File: src/rtl/core_inst_req_slice_pkg.sv
// Shared types and helpers for the instruction-side OBI request slice.
//   OUTST_W    : width of the outstanding-fetch counter
//   outst_t    : outstanding-fetch counter type
//   outst_next : counter update for one increment and one decrement source
package core_inst_req_slice_pkg;

  localparam int OUTST_W = 3;

  typedef logic [OUTST_W-1:0] outst_t;

  // Simultaneous increment and decrement cancel out. Callers guarantee the
  // counter never wraps: increments are gated by the outstanding limit and
  // decrements only happen for responses that are actually owed.
  function automatic outst_t outst_next(input outst_t cnt, input logic inc, input logic dec);
    outst_t res;
    res = cnt;
    if (inc && !dec) begin
      res = cnt + outst_t'(1);
    end else if (dec && !inc) begin
      res = cnt - outst_t'(1);
    end
    return res;
  endfunction

endpackage

File: src/rtl/core_inst_req_slice_obi_req_register.sv
// Single-entry valid + payload register.
// It is used for the fetch request toward the decoder and for the
// registered response toward the core.
//   clk_i    in   clock
//   reset_i  in   asynchronous active-high reset
//   load_i   in   capture data_i and set valid (has priority over clear_i)
//   clear_i  in   drop valid when no load happens this cycle
//   data_i   in   WIDTH payload to capture
//   valid_o  out  entry holds a payload
//   data_o   out  WIDTH stored payload (changes only on load)
module obi_req_register #(
  parameter int WIDTH = 32
) (
  input  logic             clk_i,
  input  logic             reset_i,
  input  logic             load_i,
  input  logic             clear_i,
  input  logic [WIDTH-1:0] data_i,
  output logic             valid_o,
  output logic [WIDTH-1:0] data_o
);

  // NOTE: state registers use non-blocking assignments so that every flop
  // samples values from before the clock edge, whatever the block order.
  always_ff @(posedge clk_i or posedge reset_i) begin
    if (reset_i) begin
      valid_o <= 1'b0;
    end else if (load_i) begin
      valid_o <= 1'b1;
    end else if (clear_i) begin
      valid_o <= 1'b0;
    end
  end

  // NOTE: the payload is a single register that drives module outputs
  // directly, so it is reset to zero. The outputs are then 0 during reset
  // instead of holding the last address or data.
  always_ff @(posedge clk_i or posedge reset_i) begin
    if (reset_i) begin
      data_o <= '0;
    end else if (load_i) begin
      data_o <= data_i;
    end
  end

endmodule

File: src/rtl/core_inst_req_slice.sv
// Registered OBI request/response slice between the core instruction port
// and the instruction-side decoder (ROM / instruction SRAM).
// The fetch request is registered toward the decoder.
// Accepted-but-unanswered fetches are counted and capped at MAX_OUTSTANDING.
// The response path is either registered (RESP_REG=1) or a pass-through.
// Downstream returns responses in request order.
//   clk_i / reset_i                 clock, asynchronous active-high reset
//   core_req_i, core_addr_i         core fetch request and address
//   core_gnt_o                      core request accepted this cycle
//   core_rvalid_o, core_rdata_o     fetch response toward the core
//   mem_req_o, mem_addr_o           registered request toward the decoder
//   mem_gnt_i                       decoder grant
//   mem_rvalid_i, mem_rdata_i       decoder response
//   outstanding_o                   current outstanding-fetch count
//   unexp_rvalid_o                  sticky: response arrived with nothing owed
module core_inst_req_slice
  import core_inst_req_slice_pkg::*;
#(
  parameter int ADDR_WIDTH      = 32,
  parameter int DATA_WIDTH      = 32,
  parameter int MAX_OUTSTANDING = 2,
  parameter bit RESP_REG        = 1'b1
) (
  input  logic                  clk_i,
  input  logic                  reset_i,
  input  logic                  core_req_i,
  input  logic [ADDR_WIDTH-1:0] core_addr_i,
  output logic                  core_gnt_o,
  output logic                  core_rvalid_o,
  output logic [DATA_WIDTH-1:0] core_rdata_o,
  output logic                  mem_req_o,
  output logic [ADDR_WIDTH-1:0] mem_addr_o,
  input  logic                  mem_gnt_i,
  input  logic                  mem_rvalid_i,
  input  logic [DATA_WIDTH-1:0] mem_rdata_i,
  output logic [OUTST_W-1:0]    outstanding_o,
  output logic                  unexp_rvalid_o
);

  localparam outst_t MAX_CNT = outst_t'(MAX_OUTSTANDING);

  logic   req_valid;
  logic   core_hs;
  logic   mem_hs;
  outst_t count;
  outst_t owed;
  logic   unexp_now;
  logic   resp_accept;
  logic   unexp_q;

  // ---------------------------------------------------------------------------
  // Request side
  // ---------------------------------------------------------------------------
  assign mem_hs = req_valid & mem_gnt_i;

  // A new fetch is accepted only when the register is free or drains this
  // cycle, and the outstanding limit still has room. The grant is also held
  // low during reset so that every output reads 0 while reset is asserted.
  assign core_hs    = core_req_i & (~req_valid | mem_gnt_i) & (count < MAX_CNT) & ~reset_i;
  assign core_gnt_o = core_hs;

  // A load that coincides with the mem handshake replaces the address and
  // keeps the entry valid, because load has priority over clear.
  obi_req_register #(
    .WIDTH (ADDR_WIDTH)
  ) u_req_reg (
    .clk_i   (clk_i),
    .reset_i (reset_i),
    .load_i  (core_hs),
    .clear_i (mem_hs),
    .data_i  (core_addr_i),
    .valid_o (req_valid),
    .data_o  (mem_addr_o)
  );

  assign mem_req_o = req_valid;

  // ---------------------------------------------------------------------------
  // Outstanding count: +1 per accepted fetch, -1 per response to the core
  // ---------------------------------------------------------------------------
  always_ff @(posedge clk_i or posedge reset_i) begin
    if (reset_i) begin
      count <= '0;
    end else begin
      count <= outst_next(count, core_hs, core_rvalid_o);
    end
  end

  assign outstanding_o = count;

  // ---------------------------------------------------------------------------
  // Response side
  // ---------------------------------------------------------------------------
  // A response is legal only while the decoder still owes one. In the
  // registered mode, a response already sitting in the output register is
  // still counted but no longer owed by the decoder. The count is taken
  // before this cycle's increment, since a fetch granted now cannot be
  // answered in the same cycle.
  assign unexp_now   = mem_rvalid_i & (owed == '0);
  assign resp_accept = mem_rvalid_i & ~unexp_now;

  if (RESP_REG) begin : g_resp_reg
    logic rsp_valid;

    obi_req_register #(
      .WIDTH (DATA_WIDTH)
    ) u_rsp_reg (
      .clk_i   (clk_i),
      .reset_i (reset_i),
      .load_i  (resp_accept),
      .clear_i (1'b1),
      .data_i  (mem_rdata_i),
      .valid_o (rsp_valid),
      .data_o  (core_rdata_o)
    );

    assign core_rvalid_o = rsp_valid;
    assign owed          = count - outst_t'(rsp_valid);
  end else begin : g_resp_pass
    assign core_rvalid_o = resp_accept & ~reset_i;
    assign core_rdata_o  = reset_i ? '0 : mem_rdata_i;
    assign owed          = count;
  end

  // Sticky error flag; only reset clears it.
  always_ff @(posedge clk_i or posedge reset_i) begin
    if (reset_i) begin
      unexp_q <= 1'b0;
    end else if (unexp_now) begin
      unexp_q <= 1'b1;
    end
  end

  assign unexp_rvalid_o = unexp_q;

  // ---------------------------------------------------------------------------
  // Protocol checks
  // ---------------------------------------------------------------------------
  a_addr_stable : assert property (@(posedge clk_i) disable iff (reset_i)
    (mem_req_o && !mem_gnt_i) |=> $stable(mem_addr_o));

  a_count_max : assert property (@(posedge clk_i) disable iff (reset_i)
    count <= MAX_CNT);

endmodule
File: config.mk
export PLATFORM = sky130hd
export DESIGN_NAME = core_inst_req_slice
export DESIGN_NICKNAME = d
export VERILOG_FILES = /design/src/rtl/core_inst_req_slice_pkg.sv /design/src/rtl/core_inst_req_slice_obi_req_register.sv /design/src/rtl/core_inst_req_slice.sv
export SDC_FILE = /design/constraint.sdc
export NUM_CORES = 1
export LEC_CHECK = 0
export CORE_AREA = 2 2 88 90
export DETAILED_ROUTE_END_ITERATION = 8
export DIE_AREA = 0 0 90 92
export GPL_TIMING_DRIVEN = 0
export PLACE_DENSITY = 0.76
export REMOVE_ABC_BUFFERS = 1
export SLEW_MARGIN = 20
export SYNTH_ARGS = -nofsm -noshare
export SYNTH_HDL_FRONTEND = slang
export SYNTH_SLANG_ARGS = --single-unit
File: constraint.sdc
create_clock -name clk_i -period 3.1 [get_ports clk_i]
set_clock_uncertainty 0.05 [all_clocks]
set_input_delay 0.62 -clock clk_i [delete_from_list [all_inputs] [get_ports clk_i]]
set_output_delay 0.62 -clock clk_i [all_outputs]
set_load 0.005 [all_outputs]
# After elaboration in Yosys (flattened, before gate mapping)
# Index checks and enable logic that the tools add are counted.
# op_classes
n_addsub,3
magnitude_cmp,1
n_mux,5
bitwise_logic,10
reduce_logical,7
# op_table
op,n
AND 1 bit,6
two-way mux 3 bit,2
nonzero test 2 bit,2
adder 3 x 1 -> 3 bit (second input constant),1
zero test 3 bit,1
< comparator 3 x 2 -> 1 bit (second input constant),1
two-way mux 1 bit,3
inverter 1 bit,3
subtractor 3 x 1 -> 3 bit,1
subtractor 3 x 1 -> 3 bit (second input constant),1
logical AND 1 bit,2
zero test 1 bit,2
OR 1 bit,1
# word_totals
ff_bits,70
input_bits,69
out_inout_bits,71
word_cells,32

# Longest topological paths before layout
# depth
word_depth,9
depth_mapped,10
mapped_depth_nobuf,9

# Cells and area by module
# From an unflattened synthesis, not the netlist that was laid out.
# hier_totals
hier_cells,171
area_unflattened_um2,3024.2
# modules_own_cells
module,n_inst,cells_per_inst,area_per_inst_um2,seq_area_each_um2
obi_req_register,2,72,1381.3,825.8
core_inst_req_slice,1,27,261.5,100.1

# Least setup slack after synthesis
# OpenSTA, ideal clock, no wires.
# synth_path
path_kind,input -> register
start,in reset_i
end,reg count[2] (netlist: outstanding_o[2])
setup_ns,0.079
t_arrival_ns,2.264
required_ns,2.971
path_slack_ns,0.706
cell_stages,10
path_buffers,1
cell_sequence,nor4b_2 > nand2_2 > buf_6 > inv_1 > ha_1 > inv_1 > fa_1 > xor2_1 > nor2_1 > xor2_1
# synth_via
elab_chain_len,5
word_cells_on_any_way,7
cone_classes,1 x mux; 2 x bitwise; 4 x reduce/logical
# synth_lines
item,line,text
start: declaration,core_inst_req_slice.sv:25,"input logic reset_i,"
inverter 1 bit *,core_inst_req_slice.sv:59,assign core_hs = core_req_i & (~req_valid | mem_gnt_i) & (count < MAX_CNT) & ~reset_i;
AND 1 bit *,core_inst_req_slice.sv:59,
via core_gnt_o,core_inst_req_slice.sv:28,"output logic core_gnt_o,"
zero test 1 bit,core_inst_req_slice_pkg.sv:19,end else if (dec && !inc) begin
logical AND 1 bit,core_inst_req_slice_pkg.sv:19,
nonzero test 2 bit (no source line),-,
end signal: assignment,core_inst_req_slice.sv:85,"count <= outst_next(count, core_hs, core_rvalid_o);"
end: declaration,core_inst_req_slice.sv:45,outst_t count;
# Mark *: on every way through the listed nets, which the timed path passes. The rest lies on a longest branch.
# A chain may end at the register's enable or synchronous reset.

# Final worst setup path
# layout_path
start,in reset_i
end,out core_gnt_o
# layout_via
elab_chain_len,2
# layout_lines
item,line
inverter 1 bit,core_inst_req_slice.sv:59
AND 1 bit,core_inst_req_slice.sv:59
end: declaration,core_inst_req_slice.sv:28
# No other way between the ends.

==> results.cfg <==
[flow_run]
max-cap-violations = 0

[worst_hold_path]
worstHoldPathType = flop to flop
holdPathStages = 1
min-delay-start = unexp_rvalid_o$_DFFE_PP0P_
terminating_pin_of_the_worst_hold_path = unexp_rvalid_o$_DFFE_PP0P_

[routing]
detail_route.drc_violations = 0
routed_via_density = 4.532
routedWlPerCell_um = 15.31
drt_iter0_markers = 25
num_vias = 1899
detail_route.wirelength_um = 6413
pre_antenna_drt_iters = 4
detail-route-antenna-nets = 0

[timing]
finalCritPeriodShare_pct = 93.72
hold_slack_ns = 0.4059
fmaxAchievable_mhz = 344.2
slew_viol_final = 0
finalHoldViolations = 0
rsz0062_at_grt = no
timing.final.crit_period_ns = 2.905
tightestPinTransition_ns = 0.5964
max-slew-margin-rel_pct = 60.09
setup_viol_count_final = 0

[worst_setup_path]
timing.critical_path.cells = clkdlybuf4s50_1 -> nor4b_4 -> nand2_4 -> inv_1 -> clkdlybuf4s50_1
crit_type = primary input to output port
r2r_setup_slack_ns = 0.81
r2r_cells = 7
worstReg2RegEnd = g_resp_reg.u_rsp_reg.data_o[19]$_DFFE_PP0P_
cpPeakStageDelay_ns = 0.51
critical-path-top-cell-by-count = clkdlybuf4s50_1
r2r_start = outstanding_o[0]$_DFFE_PP0P_
required_time_of_the_critical_path_ns = 2.43
worst-endpoint-arrival_ns = 2.24
timing.critical_path.from_type = primary input
critPathCaptureType = output port
slowest_stage = clkdlybuf4s50_1
critPathMaxFanout = 2

[floorplanning]
core_um2 = 7447
die_h_um = 92
initial_core_util_pct = 39.33
die_w_um = 90
rows = 32
ios = 140
die-area_um2 = 8280

[cts]
htree_levels = 3
worstSkewPairLatency_ns = 0.33
clockRootBuffer = clkbuf_8
cts_tree = built
ctsHoldBuffers = 0
clkTransAtPathRegs_ns = 0.07
cts_made_buffers = 9
cts_sinks = 70
clockBufferDepth = 2

[cells_and_area]
area_growth_pct = 61.00
multiInputGateArea_um2 = 1115
utilization_pct = 63.32
antenna_cells = 0
layout-drive-gt1-share_pct = 28.39
final-seq-area_um2 = 1752
finish.net_count = 384
final.fill_count = 574

[yosys]
synth.lib_cells_used.distinct = 16
avgSynthCellArea_um2 = 17.97
post_synth_inst_count = 163
yosys_warnings = 0
yosysSeqAreaShare_pct = 59.80
syn-cell-area_um2 = 2929
synth.ff_latch_count = 70

[grt]
antenna_violations_before_repair = 0
wire_length_of_the_first_global_routing_pass_um = 10490
gr-usage-all-layers_pct = 16.26
grt_start_max_net_pins = 42
global_route.overflow_total = 0
vias_in_the_first_global_route = 2075

[status]
status = finished clean

[power]
p_per_area_nw_per_um2 = 907.7
switching_power_mw = 1.105
power_frac_seq_pct = 36.7
power.ir.vdd_worst_uv = 395.6
comb_power_share_pct = 44.5
power.share.clock_pct = 18.8
p_int_mw = 3.175
leakagePower_nw = 2.163
switching_share_pct = 25.82

[place]
routabilityCongestion = 0.7143
dpl.hpwl_um = 4526
port_buffers = 139
==> Yosys cell counts <==
cell	number	share of area (%)
a21o_1	1	0.26
buf_6	6	2.3
dfrtp_1	70	60
fa_1	1	0.68
ha_1	2	0.85
inv_1	6	0.77
mux2_2	8	3.1
mux2_4	57	29
nand2_1	1	0.13
nand2_2	1	0.21
nand2b_1	2	0.43
nor2_1	2	0.26
nor4b_2	1	0.51
o21ai_2	1	0.30
xnor2_1	1	0.30
xor2_1	3	0.90
==> state kept, by name (all words and copies together), names as in the netlist <==
signal / count
unexp_rvalid_o: 1
u_req_reg.data_o: 32
u_req_reg.valid_o: 1
outstanding_o: 3
g_resp_reg.u_rsp_reg.data_o: 32
g_resp_reg.u_rsp_reg.valid_o: 1
==> layout make-up <==
type | instances | area share (%)
clock buffers | 10 | 2.919
flip-flops and latches | 70 | 37.15
inverters | 6 | 0.5306
repair buffers | 143 | 31.25
well taps | 102 | 2.706
multi-input cells | 82 | 23.64
clock inverters | 6 | 1.804
==> stage by stage <==
stage / TNS (ns) / area (um^2) / power [mW] / std cells / worst slack [ns]
5_1_grt: 0 / 4716 / 4.531 / 419 / 0.1132
3_3_place_gp: -41.55 / 4380 / 3.411 / 398 / -0.5824
3_5_place_dp: -1.424 / 4466 / 3.495 / 401 / -0.5046
6_report: 0 / 4716 / 4.281 / 419 / 0.1948
2_1_floorplan: 0 / 2861 / 2.401 / 157 / 0.3298
4_1_cts: 0 / 4716 / 4.348 / 419 / 0.1672
==> cell families after synthesis <==
family                   synth area share, %
flip-flops                             59.80
multiplexers                           32.29
buffers and inverters                  3.075
AND/OR/NAND/NOR                        1.538
XOR/XNOR                               1.196
adder cells (fa/ha/maj)                1.538
AO/OA/AOI/OAI                         0.5555
==> routing by layer <==
| metal | vias up | GRT usage (%) | share of wire [%] |
|---|---|---|---|
| met5 | - | 0 | 0 |
| met4 | 0 | 6.923 | 1.5 |
| met3 | 10 | 4.684 | 7.3 |
| met2 | 93 | 26.69 | 48 |
| met1 | 935 | 20.21 | 44 |
| li1 | 861 | - | - |
==> power by group through the flow <==
stage / clock network (mW) / registers, mW / logic [mW]
6_report: 0.806 / 1.57 / 1.90
2_1_floorplan: 0 / 1.59 / 0.808
3_3_place_gp: 0 / 1.57 / 1.85
5_1_grt: 0.880 / 1.63 / 2.02
3_5_place_dp: 0 / 1.57 / 1.92
4_1_cts: 0.836 / 1.57 / 1.94
==> critical path: cells and delay by family <==
family / cells / cell delay [ns]
buf+inv: 3 / 1.11
simple gates: 2 / 0.51
==> cell usage in the layout, fill, tap and decap left out <==
cell type	synthesis	routed
a21o_1	1	1
buf_12	0	1
buf_16	0	2
buf_4	0	1
bufinv_16	0	2
clkbuf_8	0	10
clkdlybuf4s50_1	0	139
clkinv_2	0	2
clkinvlp_4	0	2
dfrtp_1	70	70
fa_1	1	1
ha_1	2	2
inv_1	6	5
inv_4	0	1
mux2_2	8	8
mux2_4	57	57
nand2_1	1	1
nand2_2	1	1
nand2_4	0	1
nand2b_1	2	2
nor2_1	2	2
nor4b_4	0	1
o21ai_4	0	1
xnor2_1	1	1
xor2_1	3	3
==> worst max-delay path by stage <==
stage               startpoint                                     endpoint  slack (ns)  depth (start not counted)
global placement       reset_i  g_resp_reg.u_rsp_reg.data_o[28]$_DFFE_PP0P_       -0.58                          2
floorplan              reset_i                 outstanding_o[2]$_DFFE_PP0P_        0.33                          9
global route           reset_i                                   core_gnt_o        0.11                          5
detailed placement     reset_i                                   core_gnt_o       -0.50                          5
CTS                    reset_i                                   core_gnt_o        0.17                          5
finish                 reset_i                                   core_gnt_o        0.19                          5
==> repair_timing <==
item	CTS	global route
endpoints found under the setup margin	3	0
buffers inserted	1	0
resized for setup	2	0
Note: power is estimated with default switching activity, not from simulation.
